==> config.mk <==
export PLATFORM = sky130hd
export DESIGN_NAME = wheel_state_buffer
export DESIGN_NICKNAME = d
export VERILOG_FILES = /design/src/rtl/wheel_state_buffer.sv
export SDC_FILE = /design/constraint.sdc
export NUM_CORES = 1
export LEC_CHECK = 0
export CAP_MARGIN = 20
export CORE_ASPECT_RATIO = 0.7
export CORE_UTILIZATION = 50
export CTS_CLUSTER_DIAMETER = 80
export DETAILED_ROUTE_END_ITERATION = 16
export GPL_ROUTABILITY_DRIVEN = 0
export GPL_TIMING_DRIVEN = 0
export PLACE_DENSITY = 0.84
export SLEW_MARGIN = 10
export SYNTH_ARGS = -nofsm -noshare
export SYNTH_HDL_FRONTEND = slang
export SYNTH_SLANG_ARGS = --single-unit
==> constraint.sdc <==
create_clock -name clk_in -period 2.9 [get_ports clk_in]
set_input_delay 0.29 -clock clk_in [delete_from_list [all_inputs] [get_ports clk_in]]
set_output_delay 0.29 -clock clk_in [all_outputs]
set_load 0.005 [all_outputs]
==> src/rtl/wheel_state_buffer.sv <==
// Double-buffered node/velocity state for one soft-body wheel: committed arrays
// stay stable while the body updater streams the next timestep into shadow arrays.
module wheel_state_buffer #(
  parameter int NUM_NODES      = 4,
  parameter int POSITION_SIZE  = 16,
  parameter int VELOCITY_SIZE  = 16,
  parameter int TIMEOUT_CYCLES = 4096
) (
  input  logic                                                  clk_in,
  input  logic                                                  rst_in,
  input  logic                                                  init_in,
  input  logic signed [1:0][NUM_NODES-1:0][POSITION_SIZE-1:0]   init_nodes_in,
  input  logic                                                  step_in,
  output logic                                                  begin_out,
  input  logic signed [POSITION_SIZE-1:0]                       node_in_x,
  input  logic signed [POSITION_SIZE-1:0]                       node_in_y,
  input  logic                                                  node_in_valid,
  input  logic                                                  node_in_done,
  input  logic signed [VELOCITY_SIZE-1:0]                       velocity_in_x,
  input  logic signed [VELOCITY_SIZE-1:0]                       velocity_in_y,
  input  logic                                                  velocity_in_valid,
  input  logic                                                  result_in,
  output logic signed [1:0][NUM_NODES-1:0][POSITION_SIZE-1:0]   nodes_out,
  output logic signed [1:0][NUM_NODES-1:0][VELOCITY_SIZE-1:0]   velocities_out,
  output logic                                                  busy_out,
  output logic                                                  step_done_out,
  output logic                                                  error_out,
  output logic                                                  overrun_out
);

  localparam int IDX_W  = $clog2(NUM_NODES + 1);
  localparam int ADDR_W = (NUM_NODES > 1) ? $clog2(NUM_NODES) : 1;
  localparam int CNT_W  = $clog2(TIMEOUT_CYCLES + 1);

  localparam logic [IDX_W-1:0] FULL_COUNT = IDX_W'(NUM_NODES);
  localparam logic [CNT_W-1:0] LAST_CYCLE = CNT_W'(TIMEOUT_CYCLES - 1);

  typedef enum logic [1:0] {
    IDLE,
    NODES,
    VELOCITIES,
    COMMIT
  } state_t;

  state_t state;

  logic [IDX_W-1:0] node_idx;
  logic [IDX_W-1:0] vel_idx;
  logic [CNT_W-1:0] cycle_cnt;

  logic signed [1:0][NUM_NODES-1:0][POSITION_SIZE-1:0] shadow_nodes;
  logic signed [1:0][NUM_NODES-1:0][VELOCITY_SIZE-1:0] shadow_vels;

  // Counts including a sample arriving in the same cycle as done/result.
  logic [IDX_W-1:0] node_cnt_next;
  logic [IDX_W-1:0] vel_cnt_next;
  logic             timeout_hit;
  logic             node_abort;
  logic             vel_abort;

  always_comb begin
    node_cnt_next = node_in_valid ? node_idx + 1'b1 : node_idx;
    vel_cnt_next  = velocity_in_valid ? vel_idx + 1'b1 : vel_idx;
    timeout_hit   = (cycle_cnt == LAST_CYCLE);
    node_abort    = timeout_hit || velocity_in_valid || result_in ||
                    (node_in_valid && (node_idx == FULL_COUNT)) ||
                    (node_in_done && (node_cnt_next != FULL_COUNT));
    vel_abort     = timeout_hit ||
                    (velocity_in_valid && (vel_idx == FULL_COUNT)) ||
                    (result_in && (vel_cnt_next != FULL_COUNT));
  end

  assign busy_out = (state != IDLE);

  // Any abort returns to IDLE with committed outputs untouched; the shadow
  // contents are simply overwritten by the next accepted step.
  always_ff @(posedge clk_in or negedge rst_in) begin
    if (!rst_in) begin
      state          <= IDLE;
      node_idx       <= '0;
      vel_idx        <= '0;
      cycle_cnt      <= '0;
      shadow_nodes   <= '0;
      shadow_vels    <= '0;
      nodes_out      <= '0;
      velocities_out <= '0;
      begin_out      <= 1'b0;
      step_done_out  <= 1'b0;
      error_out      <= 1'b0;
      overrun_out    <= 1'b0;
    end else begin
      begin_out     <= 1'b0;
      step_done_out <= 1'b0;

      if (step_in && (state != IDLE)) begin
        overrun_out <= 1'b1;
      end

      case (state)
        IDLE: begin
          if (init_in) begin
            nodes_out      <= init_nodes_in;
            velocities_out <= '0;
            error_out      <= 1'b0;
            overrun_out    <= 1'b0;
          end else if (step_in) begin
            state     <= NODES;
            begin_out <= 1'b1;
            node_idx  <= '0;
            vel_idx   <= '0;
            cycle_cnt <= '0;
          end
        end

        NODES: begin
          cycle_cnt <= cycle_cnt + 1'b1;
          if (node_abort) begin
            state     <= IDLE;
            error_out <= 1'b1;
          end else begin
            if (node_in_valid) begin
              shadow_nodes[0][node_idx[ADDR_W-1:0]] <= node_in_x;
              shadow_nodes[1][node_idx[ADDR_W-1:0]] <= node_in_y;
              node_idx                              <= node_cnt_next;
            end
            if (node_in_done) begin
              state <= VELOCITIES;
            end
          end
        end

        VELOCITIES: begin
          cycle_cnt <= cycle_cnt + 1'b1;
          if (vel_abort) begin
            state     <= IDLE;
            error_out <= 1'b1;
          end else begin
            if (velocity_in_valid) begin
              shadow_vels[0][vel_idx[ADDR_W-1:0]] <= velocity_in_x;
              shadow_vels[1][vel_idx[ADDR_W-1:0]] <= velocity_in_y;
              vel_idx                             <= vel_cnt_next;
            end
            if (result_in) begin
              state <= COMMIT;
            end
          end
        end

        COMMIT: begin
          nodes_out      <= shadow_nodes;
          velocities_out <= shadow_vels;
          step_done_out  <= 1'b1;
          state          <= IDLE;
        end

        default: begin
          state <= IDLE;
        end
      endcase
    end
  end

endmodule

==> summary.log, run 1 <==
INFO  worst_hold_path hold-path-cell-count=3
INFO  floorplan      num_rows=63
INFO  logic_synthesis ys_ff_latch=537
INFO  critical_path  count_of_buffering_cells_on_the_critical_path_with_inverters_included=2
INFO  logic_synthesis yosys.cell_count.top_type=sky130_fd_sc_hd__dfrtp_1
INFO  clock_tree     worst_skew_pair.late_latency=0.57ns
INFO  critical_path  critical_path_arrival=3.23ns
INFO  sta            layout_min_cycle_time=2.79ns
INFO  sta            setup_viol_count_final=0
INFO  sta            timing_worst_slew_pin_value=0.859ns
INFO  critical_path  timing.rr.end=shadow_nodes[125]$_DFFE_PN0P_
INFO  power          power.switching=0.00747W
INFO  critical_path  setup_crit_start_kind=flip-flop
INFO  critical_path  reg2reg_from=cycle_cnt[0]$_DFFE_PN0P_
INFO  power          vdd.ir_drop.worst=0.598mV
INFO  logic_synthesis synth.cell_area=21500µm²
INFO  power          portion_of_total_power_attributed_to_sequential_cells=0.435
INFO  critical_path  crit_path_end_kind=flip-flop
INFO  logic_synthesis yosys_most_used_dff=sky130_fd_sc_hd__dfrtp_1
INFO  logic_synthesis netlist.top_cell.by_area=sky130_fd_sc_hd__dfrtp_1
INFO  floorplan      floorplan.die.height=175µm
INFO  logic_synthesis yosys.area.top_type_share=0.625
INFO  critical_path  worst-path-max-fanout=10
INFO  clock_tree     path_clk_slew=0.06ns
INFO  route          ant_nets=0
INFO  sta            final-max-slew-violation-count=0
INFO  grt            first_global_vias=15800
INFO  logic_synthesis synth-edff-count=0
INFO  grt            grt_remaining_overflow=0
INFO  clock_tree     cts_num_sinks=537
INFO  power          pwr-share-comb=0.283
INFO  clock_tree     clock_buffers_created_by_tritoncts=50
INFO  route          drt_iter0_drc=1009
INFO  job            cap_viol_max_count=0
INFO  clock_tree     clock_root_buffer=sky130_fd_sc_hd__clkbuf_16
INFO  power          cellInternalPower=0.0172W
INFO  floorplan      boundaryPins=461
INFO  logic_synthesis seq_area_frac_synth=0.625
INFO  sta            final_hold_violating_endpoints=0
INFO  placement      place.detailed.hpwl=48000µm
INFO  clock_tree     tritoncts_clock_tree=done
INFO  worst_hold_path hold_start=init_nodes_in[62]
INFO  grt            global_route_wire_length_before_repair=98900µm
INFO  critical_path  worst_path_max_delay_cell=sky130_fd_sc_hd__or4_1
INFO  critical_path  critical_path_required=3.34ns
INFO  floorplan      initial_core_util=0.508
INFO  final_layout   nFillCells=2886
INFO  sta            clock.fmax=358MHz
INFO  critical_path  ff2ff_setup_slack=0.11ns
INFO  logic_synthesis synth.cells.most_frequent=sky130_fd_sc_hd__dfrtp_1 (537), sky130_fd_sc_hd__mux2_2 (226), sky130_fd_sc_hd__nand2_1 (154), sky130_fd_sc_hd__o21ai_0 (145), sky130_fd_sc_hd__mux2i_1 (133)
INFO  status         outcome=finished clean
INFO  grt            grt_antenna_before_repair=7
INFO  logic_synthesis ys_types=52
INFO  floorplan      die_area=43800µm²
INFO  worst_hold_path min_delay_worst_endpoint=nodes_out[62]$_DFFE_PN0P_
INFO  route          finalWirelength=65400µm
INFO  power          power_frac_clock=0.282
INFO  grt            grt_util_all_layers=0.298
INFO  sta            fin_hold_ws=0.347ns
INFO  logic_synthesis synth.top_cells.by_area=sky130_fd_sc_hd__dfrtp_1 (63%), sky130_fd_sc_hd__mux2_2 (12%), sky130_fd_sc_hd__mux2i_1 (6.2%), sky130_fd_sc_hd__a22o_1 (5.3%), sky130_fd_sc_hd__o21ai_0 (3.4%)
INFO  sta            timing.final.crit_share=0.963
INFO  route          route.detailed.vias_per_inst=5.80
INFO  logic_synthesis post_synth_inst_count=1567
INFO  critical_path  r2r.worst_path.cells=7
INFO  critical_path  timing.critical_path.cells=ha_2, nand3_1, or4_1, clkbuf_1, o211ai_1, clkbuf_4, mux2_2
INFO  logic_synthesis synthesis.area_per_instance=13.7µm²
INFO  sta            fin_skew=0.0156ns
INFO  logic_synthesis ys_warn_count=0
INFO  final_layout   final_layout_size_suffix_gt1_frac=0.204
INFO  route          remaining_design_rule_violation_count=0
INFO  floorplan      die_extent_in_x=250µm
INFO  sta            setup_repair_after_global_routing_missed_its_margin=yes
INFO  final_layout   finish.cell_count_without_fillers=2686
INFO  final_layout   synthToLayoutAreaGrowth=34.6%
INFO  grt            grt_max_degree=109
INFO  final_layout   nNetsFinal=2304
INFO  clock_tree     clock_path_buffers=3
INFO  placement      dpl_cell_area=26900µm²
INFO  logic_synthesis synth.net_count=1781
INFO  power          leakage_component_of_the_power=13.3nW
INFO  placement      port_buffers=460
INFO  worst_hold_path min_path_type=in2reg
INFO  floorplan      core-area=42300µm²
INFO  final_layout   finalInstanceArea=28900µm²
INFO  logic_synthesis async_set_reset_flop_share_out_of_synthesis=1.00
INFO  route          drtPass1Iterations=5
INFO  sta            max_slew_margin=0.427
INFO  sta            setup_tns=0ns
INFO  clock_tree     cts_max_level=2
INFO  route          vias=15600
INFO  critical_path  worstSetupPathType=reg2reg
INFO  placement      post-place-cells=2584
INFO  critical_path  crit_path_max_incr_delay=0.56ns
INFO  critical_path  worst_path_dominant_cell_family=simple AND/OR/NAND/NOR gates
INFO  power          switching_share=0.302
INFO  route          wl_per_cell=24.3µm
INFO  final_layout   post-route-util=0.683
INFO  power          power.density_cell_area=853nW/µm²
==> worst max-delay path by stage <==
stage               depth (start not counted)  slack [ns]                               to                startpoint
global placement                            1      -21.26  velocities_out[102]$_DFFE_PN0P_                    rst_in
CTS                                         9       0.007     shadow_nodes[11]$_DFFE_PN0P_   node_idx[0]$_DFFE_PN0P_
floorplan                                  10        0.38     shadow_nodes[16]$_DFFE_PN0P_   node_idx[0]$_DFFE_PN0P_
global route                                7       -0.02   velocities_out[86]$_DFFE_PN0P_      state[0]$_DFFE_PN0P_
finish                                      7        0.11    shadow_nodes[125]$_DFFE_PN0P_  cycle_cnt[0]$_DFFE_PN0P_
detailed placement                          8       -1.19        nodes_out[13]$_DFFE_PN0P_      state[0]$_DFFE_PN0P_
==> area by class of cell <==
cell class,count,area [µm²],share of cell area
Tap cell,552,691,0.0239
Clock inverter,16,194,0.00670
Sequential cell,537,13400,0.465
Buffer,100,596,0.0206
Clock buffer,75,1580,0.0546
Antenna cell,5,12.5,0.000433
Multi-Input combinational cell,912,7540,0.261
Inverter,17,63.8,0.00221
Timing Repair Buffer,472,4810,0.166
==> worst reg2reg max path, stage by stage, from the launching register on <==
cell	delay (ns)
sky130_fd_sc_hd__dfrtp_1	0.41
sky130_fd_sc_hd__ha_2	0.23
sky130_fd_sc_hd__nand3_1	0.15
sky130_fd_sc_hd__or4_1	0.56
sky130_fd_sc_hd__clkbuf_1	0.20
sky130_fd_sc_hd__o211ai_1	0.33
sky130_fd_sc_hd__clkbuf_4	0.42
sky130_fd_sc_hd__mux2_2	0.38
==> power groups by stage <==
stage / sequential [W] / clock, W / combinational [W]
floorplan: 0.0105 / 0 / 0.00311
global placement: 0.0107 / 0 / 0.00652
detailed placement: 0.0108 / 0 / 0.00681
CTS: 0.0107 / 0.00708 / 0.00694
global route: 0.0109 / 0.00737 / 0.00753
finish: 0.0107 / 0.00696 / 0.00699
==> sequential cells by signal, indices dropped and copies added (netlist names) <==
signal	cells
state	2
step_done_out	1
begin_out	1
nodes_out	128
error_out	1
node_idx	3
shadow_nodes	128
velocities_out	128
shadow_vels	128
overrun_out	1
vel_idx	3
cycle_cnt	13
==> cells by family (layout without fill, tap and decap cells) <==
family | after synthesis | count (layout) | synth area share
compound gates | 306 | 306 | 0.0988
xor+xnor | 1 | 1 | 0.000408
fa+ha+maj | 14 | 14 | 0.00815
buf+inv | 118 | 680 | 0.0259
flops | 537 | 537 | 0.625
mux | 391 | 391 | 0.202
other cells | 0 | 5 | 0
simple gates | 200 | 200 | 0.0388
==> per-layer routing <==
layer,share of wire,global-route usage,routed length [µm]
met1,0.43,0.415,28300
met2,0.47,0.468,30500
met3,0.058,0.0508,3810
met4,0.042,0.119,2740
met5,0.00028,0,18
==> through the flow <==
stage | power (W) | worst slack [ns]
floorplan | 0.0136 | 0.376
global placement | 0.0172 | -21.26
detailed placement | 0.0176 | -1.19
CTS | 0.0247 | 0.00723
global route | 0.0258 | -0.0214
finish | 0.0247 | 0.107
==> placed cells by master (no fill, tap or decap), types with 5 or more instances in the layout <==
cell,n
sky130_fd_sc_hd__a22o_1,129
sky130_fd_sc_hd__buf_16,5
sky130_fd_sc_hd__buf_2,9
sky130_fd_sc_hd__buf_4,11
sky130_fd_sc_hd__buf_6,9
sky130_fd_sc_hd__clkbuf_1,39
sky130_fd_sc_hd__clkbuf_16,53
sky130_fd_sc_hd__clkbuf_2,31
sky130_fd_sc_hd__clkbuf_4,5
sky130_fd_sc_hd__clkbuf_8,17
sky130_fd_sc_hd__clkdlybuf4s50_1,459
sky130_fd_sc_hd__clkinv_2,8
sky130_fd_sc_hd__dfrtp_1,536
sky130_fd_sc_hd__diode_2,5
sky130_fd_sc_hd__ha_1,12
sky130_fd_sc_hd__inv_1,17
sky130_fd_sc_hd__mux2_2,226
sky130_fd_sc_hd__mux2_4,30
sky130_fd_sc_hd__mux2i_1,132
sky130_fd_sc_hd__nand2_1,151
sky130_fd_sc_hd__nand3_1,12
sky130_fd_sc_hd__nor2_1,10
sky130_fd_sc_hd__o211ai_1,6
sky130_fd_sc_hd__o21ai_0,145
sky130_fd_sc_hd__o31ai_1,5
==> repair_timing <==
| item | 4_1_cts | 5_1_grt |
|---|---|---|
| endpoints found under the hold margin | 104 | 0 |
| setup buffers | 2 | 4 |
| gates cloned | 0 | 0 |
| hold buffers | 1 | 0 |
| gates resized for setup | 35 | 49 |
| setup endpoints to repair | 337 | 337 |
| pin swaps | 1 | 2 |
Power figures use the tool's default switching activity.
==> inputs of run 2 (changes only) <==
--- a/config.mk
+++ b/config.mk
@@ -5,6 +5,7 @@
 export SDC_FILE = /design/constraint.sdc
 export NUM_CORES = 1
 export LEC_CHECK = 0
+export ABC_AREA = 1
 export CAP_MARGIN = 20
 export CORE_ASPECT_RATIO = 0.7
 export CORE_UTILIZATION = 50
@@ -12,7 +13,7 @@
 export DETAILED_ROUTE_END_ITERATION = 16
 export GPL_ROUTABILITY_DRIVEN = 0
 export GPL_TIMING_DRIVEN = 0
-export PLACE_DENSITY = 0.84
+export PLACE_DENSITY = 0.83
 export SLEW_MARGIN = 10
 export SYNTH_ARGS = -nofsm -noshare
 export SYNTH_HDL_FRONTEND = slang
==> run 2 against run 1 <==
- flip-flop and latch count is the same
- combinational power shrank 5.6%
- power shrank 2.5%
- sequential power is essentially flat
- clock power grew 2%
- worst setup slack gained 0.022 ns
- hold slack lost 0.17 ns
- via count grew 31%
- non-clock buffer count grew 59
- final cell count grew 34%
- wire length grew 15%
- critical endpoint is now velocities_out[79]$_DFFE_PN0P_
==> summary.log, run 2 <==
INFO  status         outcome=finished clean [unchanged]
INFO  sta            timing_worst_slew_pin_value=1.03ns [was 0.859 ns]
INFO  clock_tree     path_clk_slew=0.06ns [about the same]
INFO  clock_tree     tritoncts_clock_tree=done [unchanged]
INFO  logic_synthesis yosys.area.top_type_share=0.586 [was 0.625]
INFO  logic_synthesis seq_area_frac_synth=0.586 [was 0.625]
INFO  final_layout   finalInstanceArea=30200µm² [was 28900 µm²]
INFO  logic_synthesis yosys.cell_count.top_type=sky130_fd_sc_hd__nand2_1 [was sky130_fd_sc_hd__dfrtp_1]
INFO  critical_path  timing.rr.end=velocities_out[79]$_DFFE_PN0P_ [was shadow_nodes[125]$_DFFE_PN0P_]
INFO  critical_path  r2r.worst_path.cells=8 [was 7]
INFO  grt            first_global_vias=20200 [was 15800]
INFO  placement      worst_setup_timing_slack_at_the_placement_stage=0.131ns [was -1.19 ns]
INFO  route          ant_nets=0 [unchanged]
INFO  sta            timing.final.crit_share=0.956 [was 0.963]
INFO  power          vdd.ir_drop.worst=0.716mV [was 0.598 mV]
INFO  route          vias=20500 [was 15600]
INFO  logic_synthesis yosys_most_used_dff=sky130_fd_sc_hd__dfrtp_1 [unchanged]
INFO  logic_synthesis synth-edff-count=0 [unchanged]
INFO  clock_tree     worst_skew_pair.late_latency=0.58ns [was 0.57 ns]
INFO  job            cap_viol_max_count=0 [unchanged]
INFO  sta            clock.fmax=361MHz [was 358 MHz]
INFO  placement      port_buffers=458 [was 460]
INFO  worst_hold_path min_path_type=in2reg [unchanged]
INFO  sta            setup_viol_count_final=0 [unchanged]
INFO  critical_path  ff2ff_setup_slack=0.13ns [was 0.11 ns]
INFO  critical_path  crit_path_end_kind=flip-flop [unchanged]
INFO  floorplan      num_rows=65 [was 63]
INFO  placement      dpl_cell_area=28400µm² [was 26900 µm²]
INFO  logic_synthesis synthesis.area_per_instance=9.47µm² [was 13.7 µm²]
INFO  critical_path  worstSetupPathType=reg2reg [unchanged]
INFO  critical_path  critical_path_required=3.39ns [was 3.34 ns]
INFO  logic_synthesis post_synth_inst_count=2421 [was 1567]
INFO  grt            global_route_wire_length_before_repair=115000µm [was 98900 µm]
INFO  route          finalWirelength=75400µm [was 65400 µm]
INFO  logic_synthesis ys_warn_count=0 [unchanged]
INFO  grt            grt_util_all_layers=0.319 [was 0.298]
INFO  logic_synthesis ys_types=38 [was 52]
INFO  logic_synthesis ys_ff_latch=537 [unchanged]
INFO  power          leakage_component_of_the_power=13.7nW [was 13.3 nW]
INFO  clock_tree     clock_path_buffers=3 [unchanged]
INFO  grt            grt_max_degree=119 [was 109]
INFO  logic_synthesis synth.cell_area=22900µm² [was 21500 µm²]
INFO  final_layout   final_common_cell=sky130_fd_sc_hd__nand2_1 [was sky130_fd_sc_hd__dfrtp_1]
INFO  route          route.detailed.vias_per_inst=5.70 [was 5.80]
INFO  floorplan      boundaryPins=461 [unchanged]
INFO  route          drt_iter0_drc=1997 [was 1009]
INFO  clock_tree     clock_buffers_created_by_tritoncts=51 [was 50]
INFO  clock_tree     cts_max_level=2 [unchanged]
INFO  critical_path  setup_crit_start_kind=flip-flop [unchanged]
INFO  placement      place.detailed.hpwl=55500µm [was 48000 µm]
INFO  grt            grt_remaining_overflow=0 [unchanged]
INFO  final_layout   final_layout_size_suffix_gt1_frac=0.0728 [was 0.204]
INFO  route          remaining_design_rule_violation_count=0 [unchanged]
INFO  logic_synthesis netlist.top_cell.by_area=sky130_fd_sc_hd__dfrtp_1 [unchanged]
INFO  sta            max_slew_margin=0.313 [was 0.427]
INFO  sta            final_hold_violating_endpoints=0 [unchanged]
INFO  floorplan      die_area=46700µm² [was 43800 µm²]
INFO  final_layout   nNetsFinal=3151 [was 2304]
INFO  route          drtPass1Iterations=6 [was 5]
INFO  critical_path  worst-path-max-fanout=10 [unchanged]
INFO  clock_tree     cts_num_sinks=537 [unchanged]
INFO  sta            setup_repair_after_global_routing_missed_its_margin=no [was yes]
INFO  logic_synthesis synth.net_count=2635 [was 1781]
INFO  critical_path  crit_end=velocities_out[79]$_DFFE_PN0P_ [was shadow_nodes[125]$_DFFE_PN0P_]
INFO  critical_path  critical_path_arrival=3.26ns [was 3.23 ns]
INFO  sta            layout_min_cycle_time=2.77ns [was 2.79 ns]
INFO  critical_path  reg2reg_from=state[0]$_DFFE_PN0P_ [was cycle_cnt[0]$_DFFE_PN0P_]
INFO  sta            final-max-slew-violation-count=0 [unchanged]
INFO  logic_synthesis async_set_reset_flop_share_out_of_synthesis=1.00 [unchanged]
INFO  sta            setup_tns=0ns [unchanged]
INFO  sta            final_critical_path_setup_slack=0.129ns [was 0.107 ns]
INFO  final_layout   synthToLayoutAreaGrowth=31.7% [was 34.6%]
INFO  power          power.density_cell_area=797nW/µm² [was 853 nW/µm²]
INFO  floorplan      initial_core_util=0.508 [about the same]
INFO  logic_synthesis synth.cells.most_frequent=sky130_fd_sc_hd__nand2_1 (602), sky130_fd_sc_hd__dfrtp_1 (537), sky130_fd_sc_hd__o21ai_0 (290), sky130_fd_sc_hd__nand3_1 (207), sky130_fd_sc_hd__nor2_1 (144) [was sky130_fd_sc_hd__dfrtp_1 (537), sky130_fd_sc_hd__mux2_2 (226), sky130_fd_sc_hd__nand2_1 (154), sky130_fd_sc_hd__o21ai_0 (145), sky130_fd_sc_hd__mux2i_1 (133)]
INFO  route          wl_per_cell=21.0µm [was 24.3 µm]
INFO  final_layout   final_cell_mix=sky130_fd_sc_hd__nand2_1 (602), sky130_fd_sc_hd__dfrtp_1 (537), sky130_fd_sc_hd__clkdlybuf4s50_1 (457), sky130_fd_sc_hd__o21ai_0 (290), sky130_fd_sc_hd__nand3_1 (207) [was sky130_fd_sc_hd__dfrtp_1 (536), sky130_fd_sc_hd__clkdlybuf4s50_1 (459), sky130_fd_sc_hd__mux2_2 (226), sky130_fd_sc_hd__nand2_1 (151), sky130_fd_sc_hd__o21ai_0 (145)]
INFO  grt            grt_antenna_before_repair=10 [was 7]
INFO  floorplan      core-area=45100µm² [was 42300 µm²]
INFO  clock_tree     clock_root_buffer=sky130_fd_sc_hd__clkbuf_16 [unchanged]
INFO  critical_path  timing.critical_path.from=state[0]$_DFFE_PN0P_ [was cycle_cnt[0]$_DFFE_PN0P_]
INFO  sta            fin_skew=0.0237ns [was 0.0156 ns]
INFO  final_layout   post-route-util=0.669 [was 0.683]
INFO  floorplan      floorplan.die.height=181µm [was 175 µm]
INFO  logic_synthesis synth.top_cells.by_area=sky130_fd_sc_hd__dfrtp_1 (59%), sky130_fd_sc_hd__nand2_1 (9.9%), sky130_fd_sc_hd__o21ai_0 (6.3%), sky130_fd_sc_hd__mux2i_1 (5.6%), sky130_fd_sc_hd__nand3_1 (4.5%) [was sky130_fd_sc_hd__dfrtp_1 (63%), sky130_fd_sc_hd__mux2_2 (12%), sky130_fd_sc_hd__mux2i_1 (6.2%), sky130_fd_sc_hd__a22o_1 (5.3%), sky130_fd_sc_hd__o21ai_0 (3.4%)]
INFO  floorplan      die_extent_in_x=258µm [was 250 µm]
[run 2: changes by cell type in the layout (fill, tap and decap cells not counted), moves of 46 or more]
cell / previous run / this run
sky130_fd_sc_hd__buf_2: 9 / 55
sky130_fd_sc_hd__a22o_1: 129 / 0
sky130_fd_sc_hd__nor2_1: 10 / 144
sky130_fd_sc_hd__o21ai_0: 145 / 290
sky130_fd_sc_hd__mux2_2: 226 / 0
sky130_fd_sc_hd__nand3_1: 12 / 207
sky130_fd_sc_hd__nand2_1: 151 / 602
sky130_fd_sc_hd__inv_1: 17 / 97
sky130_fd_sc_hd__a21oi_1: 1 / 137
[run 2: where the power goes]
part,internal [W],switching [W]
Combinational,0.00301,0.00359
Sequential,0.00922,0.00116
Clock,0.00414,0.00295
[run 2: cells by family after synthesis]
kind of cell / share of synthesized area
fa+ha+maj: 0.00764
compound gates: 0.104
flops: 0.586
buf+inv: 0.0579
simple gates: 0.188
mux: 0.0559
xor+xnor: 0.000710
[run 2: layout make-up]
| cell class | instances | area (µm²) |
|---|---|---|
| Fill cell | 3427 | 14900 |
| Sequential cell | 537 | 13400 |
| Multi-Input combinational cell | 1616 | 8170 |
| Timing Repair Buffer | 463 | 4710 |
| Clock buffer | 73 | 1500 |
| Buffer | 168 | 952 |
| Tap cell | 603 | 754 |
| Inverter | 100 | 378 |
| Clock inverter | 22 | 267 |
| Antenna cell | 10 | 25.0 |
[run 2: worst min-delay path by stage]
stage / startpoint / endpoint / slack [ns] / cells after the start
2_1_floorplan: rst_in / begin_out$_DFF_PN0_ / -0.006 / 0
3_3_place_gp: shadow_nodes[27]$_DFFE_PN0P_ / shadow_nodes[27]$_DFFE_PN0P_ / 0.46 / 2
3_5_place_dp: rst_in / nodes_out[83]$_DFFE_PN0P_ / 0.38 / 1
4_1_cts: node_in_valid / node_idx[2]$_DFFE_PN0P_ / 0.16 / 5
5_1_grt: node_in_valid / node_idx[2]$_DFFE_PN0P_ / 0.21 / 5
6_report: node_in_valid / node_idx[2]$_DFFE_PN0P_ / 0.17 / 5
[run 2: worst max-delay path, stage by stage (launching register included)]
cell and delay, ns:
sky130_fd_sc_hd__dfrtp_1 0.44, sky130_fd_sc_hd__inv_1 0.11, sky130_fd_sc_hd__ha_1 0.30, sky130_fd_sc_hd__inv_2 0.14
sky130_fd_sc_hd__nand2_1 0.16, sky130_fd_sc_hd__clkbuf_1 0.79, sky130_fd_sc_hd__clkbuf_1 0.48, sky130_fd_sc_hd__nand3_1 0.16
sky130_fd_sc_hd__o21ai_0 0.11
[run 2: timing repair]
| action | 4_1_cts | 5_1_grt |
|---|---|---|
| hold buffers | 1 | 0 |
| endpoints found under the setup margin | 0 | 45 |
| setup buffers | 0 | 0 |
| hold endpoints to repair | 102 | 0 |
| gates resized for setup | 0 | 4 |
[run 2: layer usage]
metal | up-vias | wire length, µm | track usage
li1 | 9036 | - | -
met4 | 0 | 4440 | 0.175
met5 | - | 0 | 0
met3 | 242 | 6060 | 0.0623
met1 | 10200 | 30700 | 0.434
met2 | 1019 | 34200 | 0.483
[run 2: through the flow]
| step | power, W | hold WS (ns) | std cells |
|---|---|---|---|
| floorplan | 0.0131 | -0.00559 | 2421 |
| global placement | 0.0166 | 0.457 | 3482 |
| detailed placement | 0.0169 | 0.383 | 3486 |
| CTS | 0.0240 | 0.158 | 3582 |
| global route | 0.0251 | 0.212 | 3592 |
| finish | 0.0241 | 0.174 | 3592 |
